### src/rtl/block_cla_subtractor_seq.sv
// Block-serial unsigned subtractor D = X - Y. One block carry look-ahead
// block is resolved per clock; the block carry is kept in a register.
module block_cla_subtractor_seq #(
  parameter int unsigned WIDTH = 11,
  parameter int unsigned BLOCK = 4
) (
  input  logic             CLK,
  input  logic             RST,
  input  logic             IN_VALID,
  output logic             IN_READY,
  input  logic [WIDTH-1:0] X,
  input  logic [WIDTH-1:0] Y,
  output logic             OUT_VALID,
  input  logic             OUT_READY,
  output logic [WIDTH:0]   D
);

  localparam int unsigned NB   = (WIDTH + BLOCK - 1) / BLOCK;
  localparam int unsigned NPAD = NB * BLOCK;
  localparam int unsigned IW   = (NB > 1) ? $clog2(NB) : 1;

  typedef enum logic [1:0] {
    IDLE = 2'd0,
    BUSY = 2'd1,
    DONE = 2'd2
  } state_t;

  state_t            state;
  state_t            state_nxt;
  logic              in_ready_nxt;
  logic              out_valid_nxt;

  logic [WIDTH-1:0]  xr;
  logic [WIDTH-1:0]  yr;
  logic              cr;
  logic [IW-1:0]     idx;
  logic              last;

  logic [NPAD-1:0]   xpad;
  logic [NPAD-1:0]   ypad;
  logic [NPAD-1:0]   spad;
  logic [BLOCK-1:0]  g;
  logic [BLOCK-1:0]  p;
  logic [BLOCK-1:0]  s;
  logic [BLOCK:0]    c;
  logic              prod;
  logic              gb;
  logic              pb;
  logic              cb;
  logic [WIDTH:0]    d_nxt;

  assign last = (idx == IW'(NB - 1));

  // Select the current block of X and ~Y; bits beyond WIDTH are carry-transparent.
  always_comb begin
    g    = '0;
    p    = '1;
    xpad = NPAD'(xr);
    ypad = NPAD'(yr);
    for (int unsigned b = 0; b < NB; b++) begin
      for (int unsigned i = 0; i < BLOCK; i++) begin
        if ((idx == IW'(b)) && ((b * BLOCK + i) < WIDTH)) begin
          g[i] = xpad[b * BLOCK + i] & ~ypad[b * BLOCK + i];
          p[i] = xpad[b * BLOCK + i] ^ ~ypad[b * BLOCK + i];
        end
      end
    end
  end

  // Look-ahead carries, sum bits and group generate/propagate of the block.
  always_comb begin
    c    = '0;
    c[0] = cr;
    prod = 1'b0;
    for (int i = 0; i < int'(BLOCK); i++) begin
      c[i+1] = g[i];
      prod   = p[i];
      for (int j = i - 1; j >= 0; j--) begin
        c[i+1] = c[i+1] | (prod & g[j]);
        prod   = prod & p[j];
      end
      c[i+1] = c[i+1] | (prod & cr);
    end
    s    = p ^ c[BLOCK-1:0];
    gb   = g[BLOCK-1];
    prod = p[BLOCK-1];
    for (int j = int'(BLOCK) - 2; j >= 0; j--) begin
      gb   = gb | (prod & g[j]);
      prod = prod & p[j];
    end
    pb = &p;
    cb = gb | (pb & cr);
  end

  // Merge the resolved block into the result; the final block also sets the borrow.
  always_comb begin
    spad = NPAD'(D[WIDTH-1:0]);
    for (int unsigned b = 0; b < NB; b++) begin
      for (int unsigned i = 0; i < BLOCK; i++) begin
        if ((idx == IW'(b)) && ((b * BLOCK + i) < WIDTH)) begin
          spad[b * BLOCK + i] = s[i];
        end
      end
    end
    d_nxt = {(last ? ~cb : D[WIDTH]), spad[WIDTH-1:0]};
  end

  // State register with registered handshake outputs.
  always_ff @(posedge CLK) begin
    if (RST) begin
      state     <= IDLE;
      IN_READY  <= 1'b1;
      OUT_VALID <= 1'b0;
    end else begin
      state     <= state_nxt;
      IN_READY  <= in_ready_nxt;
      OUT_VALID <= out_valid_nxt;
    end
  end

  // Next-state logic.
  always_comb begin
    state_nxt = state;
    case (state)
      IDLE:    if (IN_VALID) state_nxt = BUSY;
      BUSY:    if (last) state_nxt = DONE;
      DONE:    if (OUT_READY) state_nxt = IDLE;
      default: state_nxt = IDLE;
    endcase
    if (RST) state_nxt = IDLE;
  end

  // Handshake outputs depend only on the upcoming state.
  always_comb begin
    in_ready_nxt  = 1'b0;
    out_valid_nxt = 1'b0;
    if (state_nxt == IDLE) in_ready_nxt = 1'b1;
    if (state_nxt == DONE) out_valid_nxt = 1'b1;
  end

  // Operand capture and block-serial datapath registers.
  always_ff @(posedge CLK) begin
    if (RST) begin
      xr  <= '0;
      yr  <= '0;
      cr  <= 1'b1;
      idx <= '0;
      D   <= '0;
    end else begin
      case (state)
        IDLE: begin
          if (IN_VALID) begin
            xr  <= X;
            yr  <= Y;
            cr  <= 1'b1;
            idx <= '0;
          end
        end
        BUSY: begin
          D   <= d_nxt;
          cr  <= cb;
          idx <= last ? '0 : idx + IW'(1);
        end
        default: begin
        end
      endcase
    end
  end

endmodule

### config.mk
export PLATFORM = sky130hd
export DESIGN_NAME = block_cla_subtractor_seq
export DESIGN_NICKNAME = d
export VERILOG_FILES = /design/src/rtl/block_cla_subtractor_seq.sv
export SDC_FILE = /design/constraint.sdc
export NUM_CORES = 1
export LEC_CHECK = 0
export ABC_AREA = 1
export BUFFER_PORTS_ARGS = -buffer_cell sky130_fd_sc_hd__buf_2
export CAP_MARGIN = 30
export CORE_UTILIZATION = 45
export DETAILED_ROUTE_END_ITERATION = 7
export PLACE_DENSITY = 0.67
export SLEW_MARGIN = 25
export SYNTH_ARGS = -nofsm -noshare
export SYNTH_HDL_FRONTEND = slang
export SYNTH_SLANG_ARGS = --single-unit
### constraint.sdc
create_clock -name CLK -period 3.4 [get_ports CLK]
set_clock_uncertainty 0.1 [all_clocks]
set_input_delay 0.68 -clock CLK [delete_from_list [all_inputs] [get_ports CLK]]
set_output_delay 0.68 -clock CLK [all_outputs]
set_load 0.03 [all_outputs]
# After elaboration in Yosys (flattened, before gate mapping)
# Index checks and enable logic that the tools add are counted.
[word_totals]
register_bits = 41
inputBits = 26
output_inout_bits = 14
wordCells = 121
[classes]
add_sub_neg = 1
n_eq_ne = 6
muxes = 34
bitwise = 60
reduce_logical = 10
[op_table]
columns = ["operator", "count"]
rows = [
  ["bitwise AND 1 bit", 26],
  ["2-to-1 mux 1 bit", 25],
  ["2-to-1 mux 2 bit", 6],
  ["inverter 1 bit", 12],
  ["bitwise XOR 1 bit", 11],
  ["OR 1 bit", 10],
  ["AND reduction 2 bit", 5],
  ["== test 2 bit (second input constant)", 3],
  ["logical NOT 2 bit", 3],
  ["case mux 2 bit (3 select lines)", 1],
  ["== test 2 x 1 -> 1 bit (second input constant)", 2],
  ["case mux 2 bit (2 select lines)", 1],
  ["AND reduction 4 bit", 1],
  ["bitwise XOR 4 bit", 1],
  ["adder 2 x 1 -> 2 bit (second input constant)", 1],
  ["inequality test 2 bit (second input constant)", 1],
  ["case mux 1 bit (2 select lines)", 1],
  ["nonzero test 2 bit", 1],
]

# Longest topological paths before layout
[logic_depth]
word_depth = 11
depth_mapped = 12
depth_no_buf = 12

# Least setup slack after synthesis
# Ideal clock, no wire load.
[synth_timing]
path_kind = "reg-to-reg"
startpoint = "register idx[0]"
endpoint = "register D[5]"
setup_time_ns = 0.131
t_arrival_ns = 1.385
required_time_ns = 3.169
slack_ns = 1.785
stages_incl_launch_ff = 10
path_buffers = 1
synth_period_minus_slack_ns = 1.615
path_cell_list = "dfxtp_1 > buf_6 > nor2_2 > nand2_1 > nand2_1 > nor2_1 > ha_1 > nor2_1 > xor2_1 > a21oi_1"
[synth_via]
elab_chain_len = 7
[synth_rtl]
columns = ["element", "line", "rtl"]
rows = [
  ["from (decl)", "36", "logic [IW-1:0] idx;"],
  ["from (signal assigned)", "162", "idx <= last ? '0 : idx + IW'(1);"],
  ["logical NOT 2 bit", "62", "if ((idx == IW'(b)) && ((b * BLOCK + i) < WIDTH)) begin"],
  ["2-to-1 mux 1 bit (3 in a row)", "62", ""],
  ["bitwise AND 1 bit", "82", "c[i+1] = c[i+1] | (prod & cr);"],
  ["OR 1 bit", "82", ""],
  ["bitwise XOR 4 bit", "84", "s = p ^ c[BLOCK-1:0];"],
  ["to (signal assigned)", "160", "D <= d_nxt;"],
  ["to (decl)", "15", "output logic [WIDTH:0] D"],
]
# Parallel ways exist; a longest one is shown, timed or not.
# A chain may end at the register's enable or synchronous reset.

# Worst setup path after layout
[layout_timing]
startpoint = "input port IN_VALID"
endpoint = "register IN_READY"
[layout_via]
elab_chain_len = 5
[layout_rtl]
columns = ["element", "line", "rtl"]
rows = [
  ["from (decl)", "9", "input logic IN_VALID,"],
  ["2-to-1 mux 2 bit", "125", "IDLE: if (IN_VALID) state_nxt = BUSY;"],
  ["case mux 2 bit (3 select lines)", "124", "case (state)"],
  ["2-to-1 mux 2 bit", "130", "if (RST) state_nxt = IDLE;"],
  ["logical NOT 2 bit", "137", "if (state_nxt == IDLE) in_ready_nxt = 1'b1;"],
  ["2-to-1 mux 1 bit", "137", ""],
  ["to (signal assigned)", "116", "IN_READY <= in_ready_nxt;"],
  ["to (decl)", "10", "output logic IN_READY,"],
]
# No other way between the ends.

==> impl_metrics.toml <==
[sta]
hold_viol_final = 0
slew_violations = 0
tightest_slew_ns = 0.703
fin_crit_ns = 1.91
max_freq_ghz = 0.523
post-route-worst-setup-slack_ns = 1.49
setup_viol = 0
whs_ns = 0.360
fin_tns_setup_ns = 0
rsz0062_at_grt = "no"
relSlewSlack = 0.531
fin_crit_sh = 0.562

[power_and_ir_drop]
p_leak_nw = 1.15
cellPowerDensity_nw_per_um2 = 522
irDropWorstVdd_mv = 0.220

[global_route]
grt_max_degree = 35
grt_overflow_total = 0
antenna_found_initial = 0
first_global_vias = 1549
gr-usage-all-layers = 0.197
grt_pass1_wl_um = 6730

[synth]
syn_avg_cell_area_um2 = 7.23
synth_adder_area_share = 0.0758
synthSimpleGateAreaFrac = 0.255
synthXorXnorAreaFrac = 0.00442
synth_top_family_by_area = "simple AND/OR/NAND/NOR gates"
synthMuxAreaShare = 0
ys_async_sr_fraction = 0
synth_cell_types = 24
synth_compound_area_frac = 0.150
synth-edff-count = 0
synth_seq_area_share = 0.414
synth-seq-cells = 41
synth_area_um2 = 1980
yosys_warnings = 0
synth_cells = 274
syn_nets = 312
ys.flop_type = "dfxtp_1"

[clock_tree]
cts_sinks = 41
cts_setup_buffers = 0
holdBufCountCts = 0
clock_latency_ns = 0.29
clk_pin_slew_ns = 0.08
cts-htree-levels = 2
cts_tree = "done"
cts_buffer_depth = 2
cts-root-buf = "clkbuf_8"
cts_resized = 0
numCtsBuffers = 5

[placed_design]
place_hpwl_um = 2860
post_dp_cell_area_um2 = 2200
dpl_worst_slack_ns = 1.16
io_buffer_count = 39
globalplace.congestion = 0.844

[critical_path]
endpoint_kind = "flip-flop"
worstPathRequired_ns = 3.55
worst_path_most_repeated_cell = "inv_1"
startpoint_type = "input pin"
slowest_stage = "nor2_1"
critPathTopFamily = "buffers and inverters"
worstPathArrival_ns = 2.06
max_stage_delay_ns = 0.31
cp.buffers_inverters = 4
path_class = "in -> reg"
crit_chain = "buf_2 -> nand3_1 -> buf_4 -> inv_1 -> nor2_1 -> a211oi_1 -> or2_1 -> inv_1"
critPathMaxFanout = 34

[cells_and_area]
layout-drive-gt1-share = 0.192
final_cell_mix = "51 x nor2_1, 41 x dfxtp_1, 39 x buf_2"
mostFrequentLayoutCell = "nor2_1"
fill_cells = 421
final_design_area_no_fill_um2 = 2320
antenna-diode-count = 0
syn_to_final_growth_pct = 17.1
final_nets = 350

[detailed_routing]
via_per_inst = 4.82
routed_wl_um = 3930
wl_per_cell_um = 10.8
ant_nets = 0
drc = 0
vias = 1750
first_pass_iters = 4
drtIter0Drc = 122

[outcome]
status = "finished, final reports clean"

[floorplanning]
die_y_um = 68.4
die_area_um2 = 4670
pin_count = 40
initial_utilization = 0.482
core-area_um2 = 4120
rows = 23
dieWidth_um = 68.4

[min_path]
hold_class = "reg -> reg"

[flow_run]
drv_cap = 0
metal layers:
layer  track usage  vias up  wire length (um)  share of wire
li1              -      951                 -              -
met1         0.249      759              1970           0.50
met2         0.320       36              1770           0.45
met3        0.0500        4               144          0.037
met4        0.0703        0                43          0.011
met5             0        -                 0              0
flip-flops by register name, summed over array words and instances (netlist names):
| name | count |
|---|---|
| state | 2 |
| D | 12 |
| IN_READY | 1 |
| yr | 11 |
| idx | 2 |
| OUT_VALID | 1 |
| xr | 11 |
| cr | 1 |
kinds of logic after synthesis:
family,after synthesis
XOR/XNOR,1
AO/OA/AOI/OAI,55
buffers and inverters,50
flip-flops,41
AND/OR/NAND/NOR,115
adder cells (fa/ha/maj),12
stage by stage:
step | utilization | power, mW | cells
2_1_floorplan | - | 0.751 | 274
3_3_place_gp | 0.535 | 0.811 | 355
3_5_place_dp | 0.535 | 0.818 | 355
4_1_cts | 0.564 | 1.22 | 363
5_1_grt | 0.564 | 1.29 | 363
6_report | 0.564 | 1.21 | 363
cell usage after synthesis (all sizes together) (2+ instances only):
cell     n  share of area
inv     41          0.078
nand4    2         0.0063
a21oi   19          0.048
o21ai   32          0.083
a21boi   2          0.011
dfxtp   41           0.41
nand3b   3          0.011
nor2    55           0.11
ha      12          0.076
clkbuf   7          0.013
nand3   16          0.045
nor3     4          0.010
nand2   34          0.064
worst register-to-register path, stage by stage, from the launching register on:
cell     delay (ns)
dfxtp_1        0.44
nor2_2         0.31
nand2_1        0.12
nand2_1        0.08
nor2_1         0.06
ha_1           0.17
nor2_1         0.12
xor2_1         0.27
a21oi_1        0.10
power breakdown:
group	switching [mW]	total, mW	internal, mW	leakage [nW]
logic	0.172	0.270	0.0979	0.755
registers	0.0193	0.535	0.516	0.337
clock network	0.168	0.406	0.239	0.0574
path summary, 6_finish.rpt:
kind              cells after the start             endpoint           startpoint  slack [ns]
setup / recovery                      8  IN_READY$_SDFF_PP1_             IN_VALID        1.49
hold / removal                        2   yr[0]$_SDFFE_PP0P_   yr[0]$_SDFFE_PP0P_        0.36
setup reg to reg                      8    D[5]$_SDFFE_PP0P_  idx[0]$_SDFFE_PP0P_        1.50
hold reg to reg                       2   yr[0]$_SDFFE_PP0P_   yr[0]$_SDFFE_PP0P_        0.36
final cells by class:
class,count,area [um2],share of cell area
Multi-Input combinational cell,183,961,0.414
Timing Repair Buffer,40,203,0.0873
Inverter,41,154,0.0663
Tap cell,50,62.6,0.0270
Clock inverter,2,37.5,0.0162
Clock buffer,6,82.6,0.0356
Sequential cell,41,821,0.354
Note: power is estimated with default switching activity, not from simulation.
